===== src/rtl/mult_if.sv =====
// Bus bundle for mult_control_unit: user controls, the external
// adder/subtractor loop and the product/status outputs.
//
// Handshake: run is a level request. The controller samples it only in
// IDLE and starts on the first cycle it sees it high. done is high for
// every cycle the controller sits in DONE. The user must drop run before
// the controller returns to IDLE, so one run pulse gives exactly one
// multiply. s must stay stable from the start of run until done.
interface mult_if;
  logic       run;
  logic       clear_a_load_b;
  logic [7:0] s;
  logic [7:0] add_a;
  logic [7:0] add_b;
  logic       add_fn;
  logic [8:0] add_s;
  logic [7:0] aval;
  logic [7:0] bval;
  logic       xval;
  logic       done;
  logic [1:0] state_dbg;
  logic [2:0] cnt_dbg;

  // Controller side
  modport master (
    input  run, clear_a_load_b, s, add_s,
    output add_a, add_b, add_fn, aval, bval, xval, done, state_dbg, cnt_dbg
  );

  // User / environment side (drives requests and the adder result)
  modport slave (
    output run, clear_a_load_b, s, add_s,
    input  add_a, add_b, add_fn, aval, bval, xval, done, state_dbg, cnt_dbg
  );
endinterface


===== src/rtl/mult_control_unit.sv =====
// mult_control_unit: 8x8 signed shift-add multiplier controller.
// {X,A,B} is an arithmetic-right-shifting accumulator. Eight iterations of
// ADD (conditional add of S, subtract on the last one for the sign bit)
// followed by SHIFT leave the signed 16-bit product in {A,B}.
//
// Optional build macro MULT_SKIP_ADD_EN: when defined, iterations whose
// multiplier bit is 0 skip the ADD state entirely, so a multiply takes
// 8 + popcount(B) cycles instead of 16. The result is identical.
module mult_control_unit (
  input  logic   clk,
  input  logic   reset,
  mult_if.master bus
);

  typedef enum logic [1:0] {
    IDLE  = 2'd0,
    ADD   = 2'd1,
    SHIFT = 2'd2,
    DONE  = 2'd3
  } state_t;

  state_t     state_q;
  state_t     state_d;
  logic [7:0] a_q;
  logic [7:0] b_q;
  logic       x_q;
  logic [2:0] cnt_q;

  // State register
  always_ff @(posedge clk or posedge reset) begin
    if (reset) state_q <= IDLE;
    else       state_q <= state_d;
  end

  // Next-state logic
  always_comb begin
    state_d = state_q;
    case (state_q)
      IDLE: begin
        if (bus.run) begin
`ifdef MULT_SKIP_ADD_EN
          state_d = b_q[0] ? ADD : SHIFT;
`else
          state_d = ADD;
`endif
        end
      end
      ADD:   state_d = SHIFT;
      SHIFT: begin
        if (cnt_q == 3'd7) begin
          state_d = DONE;
        end else begin
`ifdef MULT_SKIP_ADD_EN
          // b_q[1] becomes the next multiplier bit after this shift
          state_d = b_q[1] ? ADD : SHIFT;
`else
          state_d = ADD;
`endif
        end
      end
      DONE:    if (!bus.run) state_d = IDLE;
      default: state_d = IDLE;
    endcase
  end

  // Datapath registers A, B, X and the iteration counter
  always_ff @(posedge clk or posedge reset) begin
    if (reset) begin
      a_q   <= 8'h00;
      b_q   <= 8'h00;
      x_q   <= 1'b0;
      cnt_q <= 3'd0;
    end else begin
      case (state_q)
        IDLE: begin
          // run wins over clear/load; B is kept so a restart reuses it
          if (bus.run) begin
            a_q   <= 8'h00;
            x_q   <= 1'b0;
            cnt_q <= 3'd0;
          end else if (bus.clear_a_load_b) begin
            a_q <= 8'h00;
            x_q <= 1'b0;
            b_q <= bus.s;
          end
        end
        ADD: begin
          if (b_q[0]) begin
            x_q <= bus.add_s[8];
            a_q <= bus.add_s[7:0];
          end
        end
        SHIFT: begin
          a_q <= {x_q, a_q[7:1]};
          b_q <= {a_q[0], b_q[7:1]};
          if (cnt_q != 3'd7) cnt_q <= cnt_q + 3'd1;
        end
        default: ;
      endcase
    end
  end

  // Outputs; the last iteration subtracts because bit 7 carries negative weight
  always_comb begin
    bus.add_a     = a_q;
    bus.add_b     = bus.s;
    bus.add_fn    = (state_q == ADD) && (cnt_q == 3'd7);
    bus.aval      = a_q;
    bus.bval      = b_q;
    bus.xval      = x_q;
    bus.done      = (state_q == DONE);
    bus.state_dbg = state_q;
    bus.cnt_dbg   = cnt_q;
  end

endmodule


===== src/flat_wrapper.sv =====
// flat-port wrapper written by rule: the top's interface ports become plain ports
module mult_control_unit_flat 
  (clk, reset, bus_run, bus_clear_a_load_b, bus_s, bus_add_s, bus_add_a, bus_add_b, bus_add_fn, bus_aval, bus_bval, bus_xval, bus_done, bus_state_dbg, bus_cnt_dbg);
  mult_if bus_i ();
  input  logic clk;
  input  logic reset;
  input wire logic [$bits(bus_i.run)-1:0] bus_run;
  input wire logic [$bits(bus_i.clear_a_load_b)-1:0] bus_clear_a_load_b;
  input wire logic [$bits(bus_i.s)-1:0] bus_s;
  input wire logic [$bits(bus_i.add_s)-1:0] bus_add_s;
  output wire logic [$bits(bus_i.add_a)-1:0] bus_add_a;
  output wire logic [$bits(bus_i.add_b)-1:0] bus_add_b;
  output wire logic [$bits(bus_i.add_fn)-1:0] bus_add_fn;
  output wire logic [$bits(bus_i.aval)-1:0] bus_aval;
  output wire logic [$bits(bus_i.bval)-1:0] bus_bval;
  output wire logic [$bits(bus_i.xval)-1:0] bus_xval;
  output wire logic [$bits(bus_i.done)-1:0] bus_done;
  output wire logic [$bits(bus_i.state_dbg)-1:0] bus_state_dbg;
  output wire logic [$bits(bus_i.cnt_dbg)-1:0] bus_cnt_dbg;
  assign bus_i.run = bus_run;
  assign bus_i.clear_a_load_b = bus_clear_a_load_b;
  assign bus_i.s = bus_s;
  assign bus_i.add_s = bus_add_s;
  assign bus_add_a = bus_i.add_a;
  assign bus_add_b = bus_i.add_b;
  assign bus_add_fn = bus_i.add_fn;
  assign bus_aval = bus_i.aval;
  assign bus_bval = bus_i.bval;
  assign bus_xval = bus_i.xval;
  assign bus_done = bus_i.done;
  assign bus_state_dbg = bus_i.state_dbg;
  assign bus_cnt_dbg = bus_i.cnt_dbg;
  mult_control_unit u_core (.clk(clk), .reset(reset), .bus(bus_i));
endmodule

===== config.mk =====
export PLATFORM = sky130hd
export DESIGN_NAME = mult_control_unit_flat
export DESIGN_NICKNAME = d
export VERILOG_FILES = /design/src/rtl/mult_if.sv /design/src/rtl/mult_control_unit.sv /design/src/flat_wrapper.sv
export SDC_FILE = /design/constraint.sdc
export NUM_CORES = 1
export LEC_CHECK = 0
export CELL_PAD_IN_SITES_DETAIL_PLACEMENT = 0
export CELL_PAD_IN_SITES_GLOBAL_PLACEMENT = 1
export CORE_AREA = 2 2 67 69
export CTS_CLUSTER_DIAMETER = 100
export DETAILED_ROUTE_END_ITERATION = 10
export DIE_AREA = 0 0 69 71
export PLACE_DENSITY_LB_ADDON = 0.08
export SLEW_MARGIN = 20
export SYNTH_ARGS = -nofsm -noshare
export SYNTH_HDL_FRONTEND = slang
export SYNTH_SLANG_ARGS = --single-unit

===== constraint.sdc =====
create_clock -name clk -period 4.4 [get_ports clk]
set_input_delay 0.88 -clock clk [delete_from_list [all_inputs] [get_ports clk]]
set_output_delay 0.88 -clock clk [all_outputs]
set_load 0.03 [all_outputs]

Yosys cells after proc, flatten, opt, wreduce, memory -nomap -nowiden --
Index checks and enable logic that the tools add are counted.
Operators by class: add/sub/neg operators 1, multiplexer cells 18, reductions and logical operators 10, eq/ne operators 12
Operators by type and width (number):
- $mux 8 | 5
- $pmux 8 s3 | 1
- $pmux 8 s2 | 1
- $reduce_and 3->1 | 4
- $ne 2x2->1 const B | 4
- $pmux 2 s4 | 1
- $mux 2 | 3
- $mux 3 | 2
- $ne 3x3->1 const B | 2
- $pmux 3 s2 | 1
- $eq 2x2->1 const B | 2
- $ne 2x1->1 const B | 2
- $reduce_bool 2->1 | 2
- $add 3x1->3 const B | 1
- $eq 3x3->1 const B | 1
- $mux 1 | 3
- $reduce_bool 3->1 | 1
- $eq 2x1->1 const B | 1
- $logic_not 2->1 | 1
- $pmux 1 s2 | 1
- $reduce_and 2->1 | 1
- $logic_and 1x1->1 | 1
Word-level totals: bits in registers 22, input bits 21, word-level logic and storage cells 46

Logic depth before layout (Yosys ltp) --
Gate-level depths: netlist (run 1).
depth in word-level cells 3, mapped depth 6, gate-level depth less buffers 5

Least setup slack after synthesis (run 1) --
Ideal clock, no wire load.
kind reg2out, start point register u_core.state_q[1] (netlist: u_core.bus.state_dbg[1]), end point output bus_add_fn, buffers on the path 1, arrival 1477 ps, stages on the path, launching flop included 5, setup slack 2043 ps, cells stage by stage dfrtp_1 -> inv_1 -> ha_1 -> clkbuf_1 -> and2_1
On the way: word-level cells in the longest chain between the ends 2
Ends and longest elaborated chain:
- start: declaration | line mult_control_unit.sv:22 | state_t state_q;
- start signal: assignment | line mult_control_unit.sv:32 | else state_q <= state_d;
- $eq 2x1->1 | line mult_control_unit.sv:107 | bus.add_fn = (state_q == ADD) && (cnt_q == 3'd7);
- $logic_and 1x1->1 | line mult_control_unit.sv:107
- end: declaration | line flat_wrapper.sv:13 | output wire logic [$bits(bus_i.add_fn)-1:0] bus_add_fn;
Every way passes these cells.

Final worst setup path (run 1) --
Same ends and word-level chain as after synthesis.

==> results of run 1 <==
through the flow:
step | setup WS, ns | util (%)
6_report | 1.376 | 45.33
5_1_grt | 1.259 | 45.33
4_1_cts | 1.352 | 45.33
3_5_place_dp | 1.479 | 44.35
3_3_place_gp | 1.497 | 44.35
2_1_floorplan | 2.043 | -
final cells by class:
cell class / instances / area [um2] / area share, %
Tap cell: 52 / 65.06 / 3.414
Timing Repair Buffer: 60 / 600.6 / 31.52
Sequential cell: 22 / 550.5 / 28.89
Inverter: 6 / 22.52 / 1.182
Multi-Input combinational cell: 70 / 625.6 / 32.83
Clock buffer: 3 / 41.29 / 2.167
synthesized netlist by cell type:
| cell | count | area, um2 |
|---|---|---|
| sky130_fd_sc_hd__ha_1 | 8 | 100.1 |
| sky130_fd_sc_hd__mux2i_1 | 3 | 30.03 |
| sky130_fd_sc_hd__a221oi_2 | 1 | 15.01 |
| sky130_fd_sc_hd__or3_1 | 1 | 6.260 |
| sky130_fd_sc_hd__o21ai_0 | 3 | 15.01 |
| sky130_fd_sc_hd__nand3_1 | 1 | 5.000 |
| sky130_fd_sc_hd__o211ai_1 | 1 | 7.510 |
| sky130_fd_sc_hd__a32o_1 | 7 | 70.07 |
| sky130_fd_sc_hd__nor3_1 | 1 | 5.000 |
| sky130_fd_sc_hd__clkbuf_1 | 4 | 15.01 |
| sky130_fd_sc_hd__and2_1 | 1 | 6.260 |
| sky130_fd_sc_hd__dfrtp_1 | 22 | 550.5 |
| sky130_fd_sc_hd__a31oi_2 | 1 | 12.51 |
| sky130_fd_sc_hd__nor2b_1 | 4 | 25.02 |
| sky130_fd_sc_hd__o21ai_1 | 1 | 5.000 |
| sky130_fd_sc_hd__a22o_1 | 8 | 70.07 |
| sky130_fd_sc_hd__nand2_1 | 5 | 18.77 |
| sky130_fd_sc_hd__mux2_2 | 17 | 191.4 |
| sky130_fd_sc_hd__buf_2 | 1 | 5.000 |
| sky130_fd_sc_hd__a21oi_1 | 1 | 5.000 |
| sky130_fd_sc_hd__o31ai_1 | 1 | 7.510 |
| sky130_fd_sc_hd__nor2_1 | 3 | 11.26 |
| sky130_fd_sc_hd__inv_1 | 6 | 22.52 |
| sky130_fd_sc_hd__a31oi_1 | 1 | 6.260 |
| sky130_fd_sc_hd__buf_4 | 16 | 120.1 |
| sky130_fd_sc_hd__nor3b_2 | 1 | 12.51 |
path summary, 6_finish.rpt:
kind / start / to / slack (ns) / depth (start not counted)
max: u_core.bus.state_dbg[1]$_DFFE_PP0P_ / bus_add_fn / 1.38 / 4
min: u_core.bus.bval[5]$_DFFE_PP0P_ / u_core.bus.bval[5]$_DFFE_PP0P_ / 0.54 / 1
max reg2reg: u_core.bus.state_dbg[0]$_DFFE_PP0P_ / u_core.bus.bval[5]$_DFFE_PP0P_ / 2.10 / 5
min reg2reg: u_core.bus.bval[5]$_DFFE_PP0P_ / u_core.bus.bval[5]$_DFFE_PP0P_ / 0.54 / 1
max in group asynchronous: reset / u_core.bus.add_a[7]$_DFFE_PP0P_ / 2.76 / 2
min in group asynchronous: reset / u_core.bus.bval[6]$_DFFE_PP0P_ / 1.11 / 2
placed cells by master, fill, tap and decap left out, types with 3 or more instances in the layout:
| master | synthesis | routed |
|---|---|---|
| sky130_fd_sc_hd__clkdlybuf4s50_1 | 0 | 60 |
| sky130_fd_sc_hd__inv_1 | 6 | 6 |
| sky130_fd_sc_hd__mux2_2 | 17 | 17 |
| sky130_fd_sc_hd__a22o_1 | 8 | 8 |
| sky130_fd_sc_hd__nor2b_1 | 4 | 4 |
| sky130_fd_sc_hd__a32o_1 | 7 | 7 |
| sky130_fd_sc_hd__clkbuf_8 | 0 | 3 |
| sky130_fd_sc_hd__mux2i_1 | 3 | 3 |
| sky130_fd_sc_hd__ha_1 | 8 | 8 |
| sky130_fd_sc_hd__nor2_1 | 3 | 3 |
| sky130_fd_sc_hd__dfrtp_1 | 22 | 22 |
| sky130_fd_sc_hd__nand2_1 | 5 | 5 |
| sky130_fd_sc_hd__o21ai_0 | 3 | 3 |
metal layers:
metal	vias to the layer above	GRT usage, %	part of all wire (%)
li1	501	-	-
met1	514	16.74	47
met2	35	18.59	47
met3	2	2.564	5.4
met4	0	3.268	0.58
met5	-	0	0
power groups by stage:
stage / sequential, mW / clock, mW / combinational (mW)
global route: 0.356 / 0.139 / 0.895
detailed placement: 0.346 / 0 / 0.847
CTS: 0.342 / 0.128 / 0.851
global placement: 0.342 / 0 / 0.846
finish: 0.341 / 0.123 / 0.837
floorplan: 0.476 / 0 / 0.460
state kept, by name, summed over array words and instances (netlist names):
signal	count
u_core.bus.bval	8
u_core.bus.state_dbg	2
u_core.bus.xval	1
u_core.bus.cnt_dbg	3
u_core.bus.add_a	8
logic make-up (layout without fill, tap and decap cells):
logic type | count (synthesis) | in the layout | synth area share [%]
fa+ha+maj | 8 | 8 | 7.477
simple gates | 17 | 17 | 6.728
flops | 22 | 22 | 41.12
buf+inv | 27 | 69 | 12.15
mux | 20 | 20 | 16.54
compound gates | 25 | 25 | 15.98
==> results.env, run 1 <==
OUTCOME='finished clean'
TIMING.CRITICAL_PATH.SLOWEST_CELL_DELAY_NS=0.66
MAPPED_NETS=148
GROUTE.USAGE.OVERALL_PCT=11.89
WORST_SLEW_PIN_SLEW_NS=0.8656
ANTENNADIODECOUNT=0
PATH_DELAY_FAMILY='buffers and inverters'
CTS-HOLD-FIX-BUFFERS=0
SYN_TO_LAYOUT_AREA_DELTA_PCT=42.34
GLOBAL_ROUTE.OVERFLOW_TOTAL=0
CTS.HTREE.LEVELS=1
CLOCK_SKEWS_NS=0.003168
SEQUENTIALPOWERSHARE_PCT=26.2
CRIT_PATH_END_KIND='output port'
HOLD_SLACK_NS=0.5358
WORST-PATH-BUF-INV=2
TRITONCTS='yes'
CRITPATHREQUIREDTIME_NS=3.52
NUMBER_OF_INSTANCES_IN_THE_PLACED_DESIGN=210
CLK_PIN_SLEW_NS=0.08
INITIAL_UTILIZATION_PCT=31.85
P_TOTAL_mW=1.301
CAP_VIOLATIONS=0
FP.COREAREA_UM2=4204
GRT_PASS1_VIAS=965
FLOORPLAN.DIE.WIDTH_UM=69
MAX_SLEW_HEADROOM_PCT=42.23
FINALNETCOUNT=192
SYNTH_AREA_UM2=1339
POST_ROUTE_CELLS_DRIVE_ABOVE_1_SHARE_PCT=14.29
ROUTED_WIRELENGTH_MM=2.918
STARTPOINT_TYPE='flip-flop'
TIMING.FINAL.SETUP_VIOLATIONS=0
DPL_CELL_AREA_UM2=1864
GRT_FIRST_PASS_WIRELENGTH_MM=4.747
STDCELL_AREA_UM2=1906
IR_DROP_V=0.0003550
CTS-BUFFERS-INSERTED=3
POWER_SWITCHING_mW=0.5890
COMBPWRFRAC_PCT=64.3
POST_CTS.REPAIR.SETUP_BUFFERS=0
FLOORPLAN.ROWS=24
POWER.SHARE.SWITCHING_PCT=45.28
GP_CONGESTION=0.6810
SYNTH_CELL_TYPES=26
CRITICAL_PATH.SLOWEST_CELL='sky130_fd_sc_hd__clkdlybuf4s50_1'
DP_HPWL_MM=2.200
YS_FF_LATCH=22
NUMBER_OF_ITERATIONS_IN_THE_FIRST_DETAILED_ROUTING_PASS=4
RSZ0062_AT_GRT='no'
CLOCK_SINK_COUNT=22
WORSTHOLDPATHTYPE='reg -> reg'
DRT_DRC_VIOLATIONS_LEFT=0
INTERNAL-POWER_mW=0.7119
IOPINCOUNT=61
WORSTPATHARRIVAL_NS=2.14
CTS_RESIZED=0
SYNTH-WARNING-COUNT=0
GRT_START_MAX_NET_PINS=23
ROUTE.DETAILED.VIAS_PER_INST=4.939
MIN_PERIOD_NS=3.024
CTSLONGESTPATHBUFFERS=2
CTS_ROOT_BUF='sky130_fd_sc_hd__clkbuf_8'
CLOCK_GROUP_SHARE_OF_TOTAL_POWER_PCT=9.5
DIE-AREA_UM2=4899
ROUTE.VIAS.TOTAL=1052
GRT_ANTENNA_BEFORE_REPAIR=0
ROUTEDWLPERCELL_UM=13.70
REMAINING_NUMBER_OF_NETS_FLAGGED_BY_THE_ANTENNA_CHECK_AFTER_ROUTING=0
FINISH.CELL_COUNT_WITHOUT_FILLERS=213
FINAL-HOLD-VIOLATION-COUNT=0
SYNTH.AVG_CELL_AREA_UM2=11.25
CLOCK.FMAX_MHz=330.7
TOTAL_LEAKAGE_POWER_nW=0.7968
INITIALDRTVIOLATIONCOUNT=15
NUMBER_OF_PINS_EXCEEDING_THEIR_MAX_SLEW_LIMIT_IN_THE_FINAL_REPORT=0
TIMING.SETUP.TNS_NS=0
DIEHEIGHT_UM=71
LIST_OF_CELLS_TRAVERSED_BY_THE_CRITICAL_PATH='inv_1, ha_1, and2_1, clkdlybuf4s50_1'
NUMPORTBUFFERS=60
PATH_CLASS='reg -> out'
CRITICAL_PATH.MAX_FANOUT=13
CLOCK_INSERTION_DELAY_WORST_SKEW_NS=0.26
FINAL_PERIOD_UTILIZATION_PCT=68.73
SYN-INSTANCE-COUNT=119
NFILLCELLS=393
YOSYSSEQAREASHARE_PCT=41.12
CELLPOWERDENSITY_nW_PER_UM2=682.7
Note: power is estimated with default switching activity, not from simulation.
==> run 2, diff against run 1 <==
- CORE_AREA: 2 2 67 69 -> 2 2 69 71
- DIE_AREA: 0 0 69 71 -> 0 0 71 73
- clock period: 4.4 -> 3.05 ns (I/O delays scaled with it)
==> results.env, run 2 (synthesis results as in run 1) <==
ROUTEDWLPERCELL_UM=14.22  # +3.8%
ANTENNADIODECOUNT=0  # unchanged
INITIAL_UTILIZATION_PCT=29.52  # -2.3 points
LAYOUT.AREA.SEQ_UM2=550.5  # unchanged
NFILLCELLS=431  # +9.7%
GRT_FIRST_PASS_WIRELENGTH_MM=5.030  # +6.0%
GLOBAL_ROUTE.OVERFLOW_TOTAL=0  # unchanged
CAP_VIOLATIONS=0  # unchanged
TOTAL_LEAKAGE_POWER_nW=0.8092  # +1.5%
CTS-HOLD-FIX-BUFFERS=0  # unchanged
POST_CTS.REPAIR.SETUP_BUFFERS=0  # unchanged
WORSTPATHARRIVAL_NS=2.16  # +0.02 ns
SYN_TO_LAYOUT_AREA_DELTA_PCT=44.11
FINISH.UTILIZATION_PCT=42.54  # -2.8 points
NUMBER_OF_PINS_EXCEEDING_THEIR_MAX_SLEW_LIMIT_IN_THE_FINAL_REPORT=0  # unchanged
CLK_PIN_SLEW_NS=0.09  # about the same
GRT_ANTENNA_BEFORE_REPAIR=0  # unchanged
FINAL_CELL_MIX='60 x sky130_fd_sc_hd__clkdlybuf4s50_1, 22 x sky130_fd_sc_hd__dfrtp_1, 17 x sky130_fd_sc_hd__mux2_2, 8 x sky130_fd_sc_hd__a22o_1, 8 x sky130_fd_sc_hd__ha_1'
WORSTHOLDPATHTYPE='reg -> reg'
REMAINING_NUMBER_OF_NETS_FLAGGED_BY_THE_ANTENNA_CHECK_AFTER_ROUTING=0  # unchanged
CRIT_PATH_END_KIND='output port'
CTS_ROOT_BUF='sky130_fd_sc_hd__clkbuf_8'
CTS.HTREE.LEVELS=1  # unchanged
COMBINED_AREA_OF_THE_MULTI_INPUT_LOGIC_CELLS_UM2=625.6  # unchanged
CTS_RESIZED=0  # unchanged
DIE-AREA_UM2=5183  # +5.8%
FINALNETCOUNT=193  # +0.52%
CELLPOWERDENSITY_nW_PER_UM2=1001  # +47%
DRT_DRC_VIOLATIONS_LEFT=0  # unchanged
OUTCOME='finished clean'
RSZ0062_AT_GRT='no'
CRITPATHREQUIREDTIME_NS=2.44  # -1.08 ns
FLOORPLAN.DIE.WIDTH_UM=71  # +2.9%
INITIALDRTVIOLATIONCOUNT=49  # +34
GRT_START_MAX_NET_PINS=23  # unchanged
CRITICAL_PATH.MAX_FANOUT=13  # unchanged
ROUTE.VIAS.TOTAL=1057  # +0.48%
NUMPORTBUFFERS=60  # unchanged
POST_ROUTE_CELLS_DRIVE_ABOVE_1_SHARE_PCT=15.34  # +1.1 points
CTSLONGESTPATHBUFFERS=2  # unchanged
NUMBER_OF_ITERATIONS_IN_THE_FIRST_DETAILED_ROUTING_PASS=4  # unchanged
CLOCK_INSERTION_DELAY_WORST_SKEW_NS=0.26  # about the same
FINAL_PERIOD_UTILIZATION_PCT=90.82
LAYOUT_COMMONEST_CELL='sky130_fd_sc_hd__clkdlybuf4s50_1'
FINAL-HOLD-VIOLATION-COUNT=0  # unchanged
ROUTED_WIRELENGTH_MM=3.086  # +5.8%
TRITONCTS='yes'
PATH_CLASS='reg -> out'
ROUTE.DETAILED.VIAS_PER_INST=4.871  # -1.4%
MIN_PERIOD_NS=2.770
FLOORPLAN.ROWS=25  # +4.2%
WORST_SLEW_PIN_SLEW_NS=0.8859  # +0.02032 ns
GP_CONGESTION=0.7601  # +12%
MAX_SLEW_HEADROOM_PCT=40.88  # -1.4 points
TIMING.FINAL.SETUP_VIOLATIONS=0  # unchanged
GROUTE.USAGE.OVERALL_PCT=12.08  # +0.18 points
DIEHEIGHT_UM=73  # +2.8%
GRT_PASS1_VIAS=991  # +2.7%
CTS-BUFFERS-INSERTED=3  # unchanged
FP.COREAREA_UM2=4536  # +7.9%
DP_HPWL_MM=2.239  # +1.8%
IR_DROP_V=0.0003854  # +8.6%
STARTPOINT_TYPE='flip-flop'
IOPINCOUNT=61  # unchanged
CLOCK.FMAX_MHz=361.0
TIMING.SETUP.TNS_NS=0  # unchanged
CLOCK_SKEWS_NS=0.009022  # +0.005854 ns
CLOCK_SINK_COUNT=22  # unchanged
[run 2: cell types whose count changed in the layout (fill, tap and decap cells not counted)]
cell | before | now
sky130_fd_sc_hd__buf_4 | 0 | 1
sky130_fd_sc_hd__clkbuf_8 | 3 | 4
[run 2: through the flow]
stage | setup WS (ns) | cells | hold WS [ns] | area (um2) | power (mW)
after CTS | 0.2730 | 217 | 0.5426 | 1929 | 1.949
after floorplan | 0.9630 | 119 | 0.5992 | 1339 | 1.350
after global placement | 0.5717 | 213 | 0.5147 | 1874 | 1.721
after global routing | 0.1321 | 217 | 0.5513 | 1929 | 2.063
after detailed placement | 0.5791 | 213 | 0.5226 | 1874 | 1.736
final | 0.2799 | 217 | 0.5358 | 1929 | 1.930
[run 2: worst paths after layout]
check | start | end | slack, ns | cells past startpoint
worst min register to register | u_core.bus.bval[5]$_DFFE_PP0P_ | u_core.bus.bval[5]$_DFFE_PP0P_ | 0.54 | 1
min in group asynchronous | reset | u_core.bus.bval[2]$_DFFE_PP0P_ | 0.84 | 2
worst min-delay path | u_core.bus.bval[5]$_DFFE_PP0P_ | u_core.bus.bval[5]$_DFFE_PP0P_ | 0.54 | 1
worst max-delay path | u_core.bus.state_dbg[1]$_DFFE_PP0P_ | bus_add_fn | 0.28 | 4
worst max register to register | u_core.bus.state_dbg[1]$_DFFE_PP0P_ | u_core.bus.add_a[2]$_DFFE_PP0P_ | 0.99 | 5
max in group asynchronous | reset | u_core.bus.add_a[1]$_DFFE_PP0P_ | 1.66 | 2
[run 2: where the power goes]
group / switching, mW / internal [mW]
Sequential: 0.0952 / 0.399
Clock: 0.0963 / 0.115
Combinational: 0.682 / 0.543
[run 2: final cells by class]
type / count / area share, %
Sequential cell: 22 / 28.53
Timing Repair Buffer: 61 / 31.52
Inverter: 6 / 1.167
Clock buffer: 4 / 2.853
Multi-Input combinational cell: 70 / 32.43
Tap cell: 54 / 3.502
[run 2: per-layer routing]
layer  vias to the layer above  track usage, %  wire length, um
met2                        54           19.00             1369
met1                       500           17.00             1439
li1                        501               -                -
met4                         0           3.774               29
met3                         2           2.072              247
met5                         -               0                0
[run 2: critical path: stages, from the launching register on]
cell                              delay, ns
sky130_fd_sc_hd__dfrtp_1               0.45
sky130_fd_sc_hd__inv_1                 0.12
sky130_fd_sc_hd__ha_1                  0.45
sky130_fd_sc_hd__and2_1                0.21
sky130_fd_sc_hd__clkdlybuf4s50_1       0.67
